[src/rtl/exe_fwd_unit_pkg.sv]
// Shared definitions for the EXE forwarding/hazard controller:
// operand mux select encodings and the select priority helper.
package exe_fwd_unit_pkg;

    // EXE operand mux select encodings
    localparam logic [1:0] SEL_RF  = 2'b00;  // register file value
    localparam logic [1:0] SEL_MEM = 2'b01;  // ALU result held in the MEM stage
    localparam logic [1:0] SEL_WB  = 2'b10;  // value being written back

    // Default register-number width (16 architectural registers)
    localparam int DEF_REG_ADDR_W = 4;

    // The MEM stage holds the newer result, so it wins over WB.
    function automatic logic [1:0] fwd_pick(input logic mem_hit, input logic wb_hit);
        if (mem_hit) begin
            return SEL_MEM;
        end else if (wb_hit) begin
            return SEL_WB;
        end else begin
            return SEL_RF;
        end
    endfunction

endpackage

[src/rtl/exe_fwd_unit_fwd_sel.sv]
// Operand select for one EXE source: compares the source register against
// the MEM and WB shadow slots and picks the youngest usable producer.
module exe_fwd_unit_fwd_sel
    import exe_fwd_unit_pkg::*;
#(
    parameter int REG_ADDR_W = DEF_REG_ADDR_W,
    parameter bit FWD_EN     = 1'b1
) (
    input  logic [REG_ADDR_W-1:0] src,
    input  logic                  use_src,
    input  logic [REG_ADDR_W-1:0] mem_dest,
    input  logic                  mem_wb_en,
    input  logic                  mem_mem_r_en,
    input  logic [REG_ADDR_W-1:0] wb_dest,
    input  logic                  wb_wb_en,
    output logic [1:0]            sel
);

    logic mem_hit;
    logic wb_hit;

    // A load in MEM has no data yet, so it never qualifies as a MEM forward;
    // with forwarding disabled the register file is always selected.
    always_comb begin
        mem_hit = use_src & mem_wb_en & ~mem_mem_r_en & (mem_dest == src);
        wb_hit  = use_src & wb_wb_en & (wb_dest == src);
        sel     = FWD_EN ? fwd_pick(mem_hit, wb_hit) : SEL_RF;
    end

endmodule

[src/rtl/exe_fwd_unit.sv]
// Forwarding/hazard controller sitting in front of the EXE operand muxes.
// Keeps a 3-slot shadow of the EXE/MEM/WB destination info, derives the
// operand selects from the slots only, and raises a load-use (or, with
// forwarding disabled, any RAW) stall against the instruction in ID.
module exe_fwd_unit
    import exe_fwd_unit_pkg::*;
#(
    parameter int REG_ADDR_W = DEF_REG_ADDR_W,
    parameter bit FWD_EN     = 1'b1
) (
    input  logic                  clk,
    input  logic                  rst,
    input  logic                  freeze,
    input  logic                  flush,
    input  logic [REG_ADDR_W-1:0] id_src1,
    input  logic [REG_ADDR_W-1:0] id_src2,
    input  logic                  id_use_src1,
    input  logic                  id_use_src2,
    input  logic [REG_ADDR_W-1:0] id_dest,
    input  logic                  id_wb_en,
    input  logic                  id_mem_r_en,
    output logic [1:0]            Sel_src1,
    output logic [1:0]            Sel_src2,
    output logic                  hazard
);

    typedef struct packed {
        logic [REG_ADDR_W-1:0] src1;
        logic [REG_ADDR_W-1:0] src2;
        logic                  use1;
        logic                  use2;
        logic [REG_ADDR_W-1:0] dest;
        logic                  wb_en;
        logic                  mem_r_en;
    } exe_slot_t;

    typedef struct packed {
        logic [REG_ADDR_W-1:0] dest;
        logic                  wb_en;
        logic                  mem_r_en;
    } mem_slot_t;

    typedef struct packed {
        logic [REG_ADDR_W-1:0] dest;
        logic                  wb_en;
    } wb_slot_t;

    // A bubble has every enable low; register numbers are zeroed too so a
    // bubble is a single well-defined value.
    localparam exe_slot_t EXE_BUBBLE = '0;
    localparam mem_slot_t MEM_BUBBLE = '0;
    localparam wb_slot_t  WB_BUBBLE  = '0;

    exe_slot_t exe_q;
    mem_slot_t mem_q;
    wb_slot_t  wb_q;
    exe_slot_t id_slot;

    logic id_hits_exe;
    logic id_hits_mem;

    // Pack the ID-stage fields into the shape of an EXE slot.
    always_comb begin
        id_slot          = EXE_BUBBLE;
        id_slot.src1     = id_src1;
        id_slot.src2     = id_src2;
        id_slot.use1     = id_use_src1;
        id_slot.use2     = id_use_src2;
        id_slot.dest     = id_dest;
        id_slot.wb_en    = id_wb_en;
        id_slot.mem_r_en = id_mem_r_en;
    end

    // Stall decision: only a load in EXE blocks when forwarding is on;
    // without forwarding any pending write in EXE or MEM blocks.
    always_comb begin
        id_hits_exe = exe_q.wb_en &
                      ((id_use_src1 & (id_src1 == exe_q.dest)) |
                       (id_use_src2 & (id_src2 == exe_q.dest)));
        id_hits_mem = mem_q.wb_en &
                      ((id_use_src1 & (id_src1 == mem_q.dest)) |
                       (id_use_src2 & (id_src2 == mem_q.dest)));
        hazard      = FWD_EN ? (id_hits_exe & exe_q.mem_r_en)
                             : (id_hits_exe | id_hits_mem);
    end

    // Shadow pipeline: reset clears, freeze holds, otherwise shift forward
    // and load a bubble into EXE on flush or stall.
    always_ff @(posedge clk) begin
        if (!rst) begin
            exe_q <= EXE_BUBBLE;
            mem_q <= MEM_BUBBLE;
            wb_q  <= WB_BUBBLE;
        end else if (!freeze) begin
            wb_q.dest      <= mem_q.dest;
            wb_q.wb_en     <= mem_q.wb_en;
            mem_q.dest     <= exe_q.dest;
            mem_q.wb_en    <= exe_q.wb_en;
            mem_q.mem_r_en <= exe_q.mem_r_en;
            exe_q          <= (flush | hazard) ? EXE_BUBBLE : id_slot;
        end
    end

    exe_fwd_unit_fwd_sel #(
        .REG_ADDR_W (REG_ADDR_W),
        .FWD_EN     (FWD_EN)
    ) u_sel_src1 (
        .src          (exe_q.src1),
        .use_src      (exe_q.use1),
        .mem_dest     (mem_q.dest),
        .mem_wb_en    (mem_q.wb_en),
        .mem_mem_r_en (mem_q.mem_r_en),
        .wb_dest      (wb_q.dest),
        .wb_wb_en     (wb_q.wb_en),
        .sel          (Sel_src1)
    );

    exe_fwd_unit_fwd_sel #(
        .REG_ADDR_W (REG_ADDR_W),
        .FWD_EN     (FWD_EN)
    ) u_sel_src2 (
        .src          (exe_q.src2),
        .use_src      (exe_q.use2),
        .mem_dest     (mem_q.dest),
        .mem_wb_en    (mem_q.wb_en),
        .mem_mem_r_en (mem_q.mem_r_en),
        .wb_dest      (wb_q.dest),
        .wb_wb_en     (wb_q.wb_en),
        .sel          (Sel_src2)
    );

    // The stall keeps a load from ever reaching MEM while its consumer sits
    // in EXE; a hit here means that protection has been bypassed.
    logic load_in_mem_hits_exe;
    assign load_in_mem_hits_exe = mem_q.wb_en & mem_q.mem_r_en &
                                  ((exe_q.use1 & (exe_q.src1 == mem_q.dest)) |
                                   (exe_q.use2 & (exe_q.src2 == mem_q.dest)));

    a_no_load_fwd: assert property (@(posedge clk) disable iff (!rst)
                                    !(FWD_EN && load_in_mem_hits_exe));

endmodule
[config.mk]
export PLATFORM = sky130hd
export DESIGN_NAME = exe_fwd_unit
export DESIGN_NICKNAME = d
export VERILOG_FILES = /design/src/rtl/exe_fwd_unit_pkg.sv /design/src/rtl/exe_fwd_unit_fwd_sel.sv /design/src/rtl/exe_fwd_unit.sv
export SDC_FILE = /design/constraint.sdc
export NUM_CORES = 1
export LEC_CHECK = 0
export ABC_CLOCK_PERIOD_IN_PS = 1800
export BUFFER_PORTS_ARGS = -buffer_cell sky130_fd_sc_hd__buf_2
export CAP_MARGIN = 5
export CORE_ASPECT_RATIO = 2
export CORE_MARGIN = 3
export CORE_UTILIZATION = 35
export CTS_CLUSTER_DIAMETER = 50
export DETAILED_ROUTE_END_ITERATION = 8
export HOLD_SLACK_MARGIN = 0.02
export PLACE_DENSITY = 0.61
export SYNTH_ARGS = -nofsm -noshare
export SYNTH_HDL_FRONTEND = slang
export SYNTH_HIERARCHICAL = 1
export SYNTH_SLANG_ARGS = --single-unit
[constraint.sdc]
create_clock -name clk -period 1.8 [get_ports clk]
set_input_delay 0.18 -clock clk [delete_from_list [all_inputs] [get_ports clk]]
set_output_delay 0.18 -clock clk [all_outputs]
set_load 0.1 [all_outputs]
==> results of run 1 <==
## cell families (layout without fill, tap and decap cells)
kind of cell / count (synthesis) / after routing / share of synthesized area
xor+xnor: 24 / 24 / 0.166
buf+inv: 7 / 33 / 0.0356
simple gates: 29 / 29 / 0.144
mux: 11 / 11 / 0.0870
compound gates: 18 / 18 / 0.139
flops: 27 / 27 / 0.427
## per-stage QoR
step	area [um2]	hold WS, ns	TNS, ns
global placement	1500	0.404	0
CTS	1600	0.134	-0.0341
detailed placement	1500	0.413	0
finish	1650	0.131	-0.0262
global route	1650	0.133	-0.112
floorplan	1300	0.308	0
## what timing repair did
| action | in CTS | in global routing |
|---|---|---|
| setup buffers | 1 | 1 |
| cloned | 0 | 0 |
| resized for setup | 13 | 12 |
| endpoints found under the setup margin | 5 | 4 |
| pin swaps | 3 | 3 |
## metal layers
layer	vias up	part of all wire
met3	5	0.022
met4	0	0.015
met1	462	0.36
met5	-	0
li1	460	-
met2	20	0.60
## critical path, stage by stage, from the launching register on
cell	delay, ns
dfxtp_2	0.34
xor2_2	0.15
or4_4	0.57
o31ai_4	0.10
buf_12	0.22
## Yosys cell counts
library cell / instances
o31ai_1: 1
nor3_1: 2
nor4_2: 2
xnor2_1: 18
o311a_4: 1
nand2_1: 2
xor2_1: 6
nor3b_1: 1
buf_1: 2
buf_8: 1
nand4_1: 1
a22o_2: 6
buf_4: 2
nand3_1: 8
a22o_1: 10
clkbuf_1: 2
dfxtp_1: 27
or4_4: 1
mux2i_1: 11
nor2b_1: 11
and2_1: 1
## registers in the layout (all words and copies together) (netlist names)
register	count
wb_q	5
mem_q	6
exe_q	16
## layout make-up
class                   count  area [um2]
well taps                  48        60.1
repair buffers             29         215
flip-flops and latches     27         558
clock buffers               4        45.0
multi-input cells          82         776
fillers                   321        1760
## report_power, final
| part | switching (mW) | internal, mW | total, mW |
|---|---|---|---|
| Sequential | 0.0235 | 0.616 | 0.639 |
| Combinational | 0.0688 | 0.0727 | 0.141 |
| Clock | 0.173 | 0.158 | 0.332 |
## worst max-delay path by stage
stage,slack [ns],cells past startpoint,endpoint
6_report,-0.03,4,hazard
5_1_grt,-0.06,4,hazard
4_1_cts,-0.03,5,hazard
3_5_place_dp,0.10,4,exe_q[11]$_SDFFE_PN0N_
3_3_place_gp,0.12,4,exe_q[11]$_SDFFE_PN0N_
2_1_floorplan,0.12,3,hazard
==> metrics, run 1 <==
Total Routing Usage GR=0.140; Startpoint Class=flip-flop; Yosys cell types=21; RSZ-0062 raised after global routing=yes; Top Usage Layer GRT=met2; Clock Path Buffers=2; Tot Pwr=1.11 mW; Worst Skew=0.000854 ns; Diodes inserted=0; reg2reg path depth=4; I/O Buffers=24; reg2reg setup slack=0.15 ns; Vias=947; CP arrival=1.65 ns; total core area=0.00342 mm2; met2 usage=0.282; DR vias/cell=4.98; DP Worst Slack=0.103 ns; beginning of the critical path=exe_q[2]$_SDFFE_PN0N_; Syn Area/Cell=10.9 um2; worst reg2reg path endpoint=exe_q[5]$_SDFFE_PN0N_; grt ovf=0; Pwr Density=672 mW/mm2; drt drc=0; cell taking the most area after synthesis=dfxtp_1; met3 GRT Util=0.0115; required time of the worst setup path=1.62 ns; sequential share of the synthesized area=0.427; achievable frequency=0.548 GHz; failing checks=setup timing; leading cell type in the layout, fill and taps excluded=buf_2; initial antenna violation count=0; TritonCTS Buffers=3; Slew Limit Fails=0; Reg-to-Reg Start=exe_q[2]$_SDFFE_PN0N_; Final #Nets=163; CP endpoint kind=primary output; Max Cap Viol=0; largest net degree at the start of global routing=17; final worst path period share=1.01; Hold Path Origin=id_dest[1]; DPL Wire Length=2.34 mm; Final setup violation count=1; Min Clock Period, post-route=1.83 ns; DRT Wirelength=2.97 mm; Worst-Margin Slew=0.561 ns; share of cells above drive strength 1=0.444; final std cells w/o fill=190; final hold violations=0; most frequent cells in the layout=19 x buf_2, 15 x dfxtp_1, 14 x xnor2_1; Inst Count DP=184; M1 GR Usage=0.144; leakage=0.635 nW; vias in the first global route=979; Cells after Synth=116; headroom to the max-slew limit=0.626; CTS Sinks=27; 1st-pass router iterations=4; TritonCTS clock tree=done; DIE AREA=0.00442 mm2; cell row count=30; Area Growth Syn to Fin=30.8%; crit path max fanout=2; die width=48.5 um; DRC marker count from the first detailed-route iteration=21; WHS Path Cells=2; Starting Density=0.370; DRT antenna net count=0; Synth top area share=0.427; final core utilization=0.484; Worst Hold End=exe_q[3]$_SDFFE_PN0N_; CTS clock-pin slew for the worst setup and hold paths=0.08 ns; Net Count, Synth=136; top cells by area, synth=dfxtp_1 43%, xnor2_1 12%, mux2i_1 8.7%, a22o_1 6.9%, nor2b_1 5.4%; status=finished, violations left; Worst Slack Setup Final=-0.0262 ns; Die H=91.0 um; worst ir drop on vdd=455 uV; Ports=25; Mapped Area=0.00126 mm2; DR WL/cell=15.6 um; root buffer cell=clkbuf_8; Clock Latency Late Sink=0.26 ns; Warnings, synthesis=6; Hold-fix buffers, CTS=0; WS Path Type=flip-flop to primary output; HP Class=input port to flip-flop; H-tree Lvls=1; first-pass GRT wire length=4.89 mm; RD Place Congestion=0.811; synthesized flop and latch total=27
No activity file was read; power rests on OpenSTA's default activity.
==> run 2, diff against run 1 <==
==> constraint.sdc (replaced) <==
create_clock -name clk -period 1.8 [get_ports clk]
set_input_delay 0.09 -clock clk [delete_from_list [all_inputs] [get_ports clk]]
set_output_delay 0.09 -clock clk [all_outputs]
set_load 0.1 [all_outputs]
==> run 2 against run 1 <==
  * Global-route usage is 0.28 points lower
  * Clock power hardly changed
  * Combinational power shrank 7%
  * Largest cell class unchanged
  * Die area did not move
  * Critical path depth unchanged
  * The run now ends clean
  * Via count decreased by 1.7%
==> metrics, run 2 (synthesized netlist as in run 1, its figures left out) <==
status=completed; RSZ-0062 raised after global routing=yes; DRC marker count from the first detailed-route iteration=14; Register Area=547 um2; leakage=0.603 nW; grt ovf=0; vias in the first global route=974; worst ir drop on vdd=456 uV; max incr delay on CP=0.58 ns; Reg-to-Reg Start=exe_q[2]$_SDFFE_PN0N_; CP arrival=1.68 ns; DRT Wirelength=2.88 mm; 1st-pass router iterations=4; final std cells w/o fill=188; Fillers=327; WHS Path Cells=2; Worst Slack Setup Final=0.0288 ns; CP top delay family=simple AND/OR/NAND/NOR gates; slowest cell on the critical path=or4_4; Largest regs=exe_q: 16 flops, mem_q: 6 flops, wb_q: 5 flops; reg2reg setup slack=0.12 ns; Max Cap Viol=0; Worst Hold Margin=0.0402 ns; TritonCTS Buffers=3; largest net degree at the start of global routing=17; reg2reg path depth=4; Hold Path Origin=id_dest[1]; final core utilization=0.462; P_sw=261 uW; Diodes inserted=0; required time of the worst setup path=1.71 ns; Clock Path Buffers=2; H-tree Lvls=1; DPL Wire Length=2.34 mm; most frequent cells in the layout=22 x dfxtp_1, 19 x buf_2, 18 x xnor2_1, 11 x mux2i_1, 11 x nor2b_1; Tot Pwr=1.10 mW; worst reg2reg path endpoint=exe_q[5]$_SDFFE_PN0N_; root buffer cell=clkbuf_8; DP Worst Slack=0.103 ns; Clock Latency Late Sink=0.26 ns; Vias=931; Clock Power Share=0.301; Min Clock Period, post-route=1.77 ns; total core area=0.00342 mm2; drt drc=0; switching share of power=0.237; footprint of the multi-input gates=733 um2; CTS clock-pin slew for the worst setup and hold paths=0.09 ns; Worst Hold End=exe_q[3]$_SDFFE_PN0N_; Area Growth Syn to Fin=24.7%; Worst-Margin Slew=0.558 ns; Slew Limit Fails=0; final worst path period share=0.984; Ports=25; cell row count=30; TritonCTS clock tree=done; max reg flops=16; final hold violations=0; Top reg by flops=exe_q; Logic pwr share=0.119; first-pass GRT wire length=4.77 mm; Die H=91.0 um; Starting Density=0.370; DIE AREA=0.00442 mm2; WS Path Type=flip-flop to primary output; initial antenna violation count=0; DR WL/cell=15.3 um; headroom to the max-slew limit=0.628; critical path buffer and inverter count=1; register share of total power=0.580; Total Routing Usage GR=0.137; DR vias/cell=4.95; worst path cell trace=xor2_1, or4_4, o31ai_4, buf_12; Worst Skew=0.00152 ns; CTS Sinks=27; CP endpoint kind=primary output; Pint=839 uW; crit path max fanout=4; Pwr Density=697 mW/mm2; Final #Nets=161; share of cells above drive strength 1=0.343; Final setup violation count=0; DRT antenna net count=0; achievable frequency=0.565 GHz; leading cell type in the layout, fill and taps excluded=dfxtp_1; I/O Buffers=24; die width=48.5 um; HP Class=input port to flip-flop; Startpoint Class=flip-flop; Inst Count DP=184; RD Place Congestion=0.811
[run 2: metrics by stage]
stage	cell area, um2	TNS [ns]
3_5_place_dp	1500	0
4_1_cts	1570	0
5_1_grt	1580	-0.00656
6_report	1580	0
3_3_place_gp	1500	0
2_1_floorplan	1300	0
[run 2: worst max path at each step]
stage | start | to | slack (ns) | depth (start not counted)
floorplan | exe_q[2]$_SDFFE_PN0N_ | exe_q[4]$_SDFFE_PN0N_ | 0.14 | 5
global placement | exe_q[2]$_SDFFE_PN0N_ | exe_q[11]$_SDFFE_PN0N_ | 0.12 | 4
detailed placement | exe_q[2]$_SDFFE_PN0N_ | exe_q[11]$_SDFFE_PN0N_ | 0.10 | 4
CTS | exe_q[2]$_SDFFE_PN0N_ | hazard | 0.02 | 4
global route | exe_q[2]$_SDFFE_PN0N_ | hazard | -0.007 | 4
finish | exe_q[2]$_SDFFE_PN0N_ | hazard | 0.03 | 4
[run 2: worst register-to-register path: cells and delay by family (launching register included)]
family	cells	cell delay [ns]
DFF	1	0.35
xor gates and xnor gates	1	0.18
and+or+nand+nor	1	0.58
AOI/OAI and AO/OA	2	0.49
[run 2: power groups by stage]
stage / sequential [mW] / combinational, mW / clock, mW
after global routing: 0.641 / 0.142 / 0.364
after CTS: 0.637 / 0.133 / 0.340
after detailed placement: 0.651 / 0.129 / 0
final: 0.638 / 0.131 / 0.332
after floorplan: 0.645 / 0.0885 / 0
after global placement: 0.650 / 0.126 / 0
[run 2: layout make-up]
class	instances	share of cell area
clock buffers	4	0.0285
multi-input cells	82	0.465
flip-flops and latches	27	0.347
well taps	48	0.0381
repair buffers	27	0.122
[run 2: repair_timing]
action	4_1_cts	5_1_grt
buffers inserted	0	0
endpoints found under the setup margin	5	5
resized for setup	5	4
hold buffers	0	0
pin swaps	0	2
[run 2: per-layer routing]
metal / track usage / wire (um) / vias up
met5: 0 / 0 / -
met4: 0.0499 / 55 / 0
met3: 0.0115 / 68 / 6
met2: 0.280 / 1700 / 18
met1: 0.137 / 1050 / 449
li1: - / - / 458
==> run 3, diff against run 2 <==
Settings changed: ABC_AREA set to 1, ABC_CLOCK_PERIOD_IN_PS 1800 to 1900, PLACE_DENSITY 0.61 to 0.59.
Clock period 1.8 ns to 1.9 ns, I/O delays scaled along.
==> run 3 against run 2 <==
  * Non-clock buffer count shrank 2
  * Utilization shrank 5.7 points
  * Critical endpoint unchanged
  * Clock-buffer cell count is the same
  * Wire length grew 37%
  * Largest cell class unchanged
  * Global-route usage grew 0.32 points
  * Clock skew grew 0.0038 ns
  * Die area grew 33%
  * Via count grew 69%
  * Register-to-register slack gained 0.41 ns
  * Hold slack gained 0.096 ns
==> metrics, run 3 <==
Top reg by flops=exe_q; max reg flops=16; Synth top area share=0.314; CTS clock-pin slew for the worst setup and hold paths=0.09 ns; initial antenna violation count=0; status=completed; Final setup violation count=0; total core area=0.00469 mm2; synthesized flop and latch total=27; WS Path Type=flip-flop to primary output; 1st-pass router iterations=4; Worst-Margin Slew=0.686 ns; DIE AREA=0.00585 mm2; max incr delay on CP=0.38 ns; cell row count=35; Final Cell Area=0.00190 mm2; DRT Wirelength=3.96 mm; Max Cap Viol=0; TritonCTS Buffers=3; Starting Density=0.368; achievable frequency=0.577 GHz; Diodes inserted=0; final worst path period share=0.913; Warnings, synthesis=6; DRT antenna net count=0; required time of the worst setup path=1.80 ns; die width=55.6 um; Synth async-reset ratio=0; leakage=0.882 nW; RD Place Congestion=0.858; largest net degree at the start of global routing=32; Final #Nets=310; Largest regs=exe_q: 16 flops, mem_q: 6 flops, wb_q: 5 flops; Die H=105 um; Total Routing Usage GR=0.140; Net Count, Synth=292; Hold Path Origin=id_dest[2]; top cells by area, synth=dfxtp_1 31%, nand2_1 16%, nor2_1 9.6%, inv_1 8.7%, nand3_2 7.0%; Pwr Density=605 mW/mm2; Ports=25; most frequent cells in the layout=73 x nand2_1, 42 x nor2_1, 40 x inv_1, 27 x dfxtp_1, 22 x buf_2; worst ir drop on vdd=526 uV; Fillers=520; final hold violations=0; Clock Latency Late Sink=0.27 ns; TritonCTS clock tree=done; setup_tns=0 ns; first-pass GRT wire length=6.54 mm; drt drc=0; Clock Path Buffers=2; Worst Skew=0.00530 ns; DPL Wire Length=3.04 mm; HP Class=input port to flip-flop; Vias=1576; sequential share of the synthesized area=0.314; Slew Limit Fails=0; Syn Area/Cell=6.33 um2; vias in the first global route=1457; share of cells above drive strength 1=0.246; worst path cell trace=inv_1, nand2_1, nand2_1, nor2_1, nand3_2, nand2_2, nand2_4, inv_1, buf_6; CP arrival=1.64 ns; Yosys cell types=20; crit path max fanout=17; EDFF count, synth=0; Reg-to-Reg Start=exe_q[3]$_SDFFE_PN0N_; RSZ-0062 raised after global routing=no; I/O Buffers=24; CP endpoint kind=primary output; beginning of the critical path=exe_q[3]$_SDFFE_PN0N_; DR vias/cell=4.58; H-tree Lvls=1; leading cell type in the layout, fill and taps excluded=nand2_1; CTS Sinks=27; cell taking the most area after synthesis=dfxtp_1; Post-DP Area=0.00185 mm2; main flop type after synthesis=dfxtp_1; slowest cell on the critical path=dfxtp_1; Startpoint Class=flip-flop; DRC marker count from the first detailed-route iteration=34; most frequent cell after synthesis=nand2_1; most instantiated cells after synthesis=73 x nand2_1, 44 x nor2_1, 40 x inv_1; grt ovf=0; DR WL/cell=11.5 um; Mapped Area=0.00172 mm2; Hold-fix buffers, CTS=0; Min Clock Period, post-route=1.73 ns; Cells after Synth=272; Area Growth Syn to Fin=10.2%; root buffer cell=clkbuf_8; headroom to the max-slew limit=0.542
run 3: changes by cell type in the layout (fill, tap and decap cells not counted), sizes merged, moves of 3 or more:
cell	before	now
a21oi	0	21
a22o	16	0
buf	27	24
inv	0	48
mux2i	11	0
nand2	2	77
nand3	8	22
nor2	0	50
nor2b	11	0
o21ai	0	11
xnor2	18	2
xor2	6	0
run 3: area by class of cell:
type	count	area, um2	area share
inverters	48	180	0.0949
multi-input cells	185	928	0.489
well taps	55	68.8	0.0362
flip-flops and latches	27	541	0.285
repair buffers	25	136	0.0718
clock buffers	4	45.0	0.0237
run 3: metrics by stage:
step                      setup slack (ns)  hold WS, ns  std cells  power (mW)  utilization
after floorplan                      0.248        0.233        272       0.783            -
after global placement               0.325        0.429        340       0.839        0.394
after global routing               0.00417        0.156        344        1.22        0.405
final                                0.165        0.136        344        1.15        0.405
after CTS                          0.00114        0.138        344        1.16        0.403
after detailed placement             0.308        0.428        340       0.841        0.394
run 3: kinds of logic after synthesis:
kind of cell / Yosys count / share of synthesized area
XOR/XNOR: 2 / 0.0102
buffers and inverters: 60 / 0.150
AO/OA/AOI/OAI: 32 / 0.113
AND/OR/NAND/NOR: 151 / 0.413
flip-flops: 27 / 0.314
run 3: critical path, delay by kind of cell, from the launching register on:
kind / cells / cell delay, ns
buffers and inverters: 3 / 0.42
DFF: 1 / 0.38
and+or+nand+nor: 6 / 0.55
run 3: path summary, 6_finish.rpt:
check | endpoint | slack (ns) | cells after the start
setup / recovery | hazard | 0.17 | 9
hold / removal | exe_q[4]$_SDFFE_PN0N_ | 0.14 | 5
setup reg to reg | exe_q[7]$_SDFFE_PN0N_ | 0.53 | 9
hold reg to reg | exe_q[1]$_SDFFE_PN0N_ | 0.48 | 2
run 3: timing repair:
item | 4_1_cts | 5_1_grt
setup buffers | 0 | 0
setup endpoints to repair | 0 | 2
resized for setup | 0 | 4
run 3: power by group:
group          leakage [nW]  internal, mW  switching (mW)
clock network        0.0228         0.150           0.173
logic                 0.637        0.0764           0.127
registers             0.221         0.592          0.0297
run 3: layer usage:
metal	up-vias	wire, um	GRT usage
met2	25	2180	0.261
met4	0	142	0.0765
met3	10	74	0.0123
met5	-	0	0
li1	852	-	-
met1	689	1560	0.151
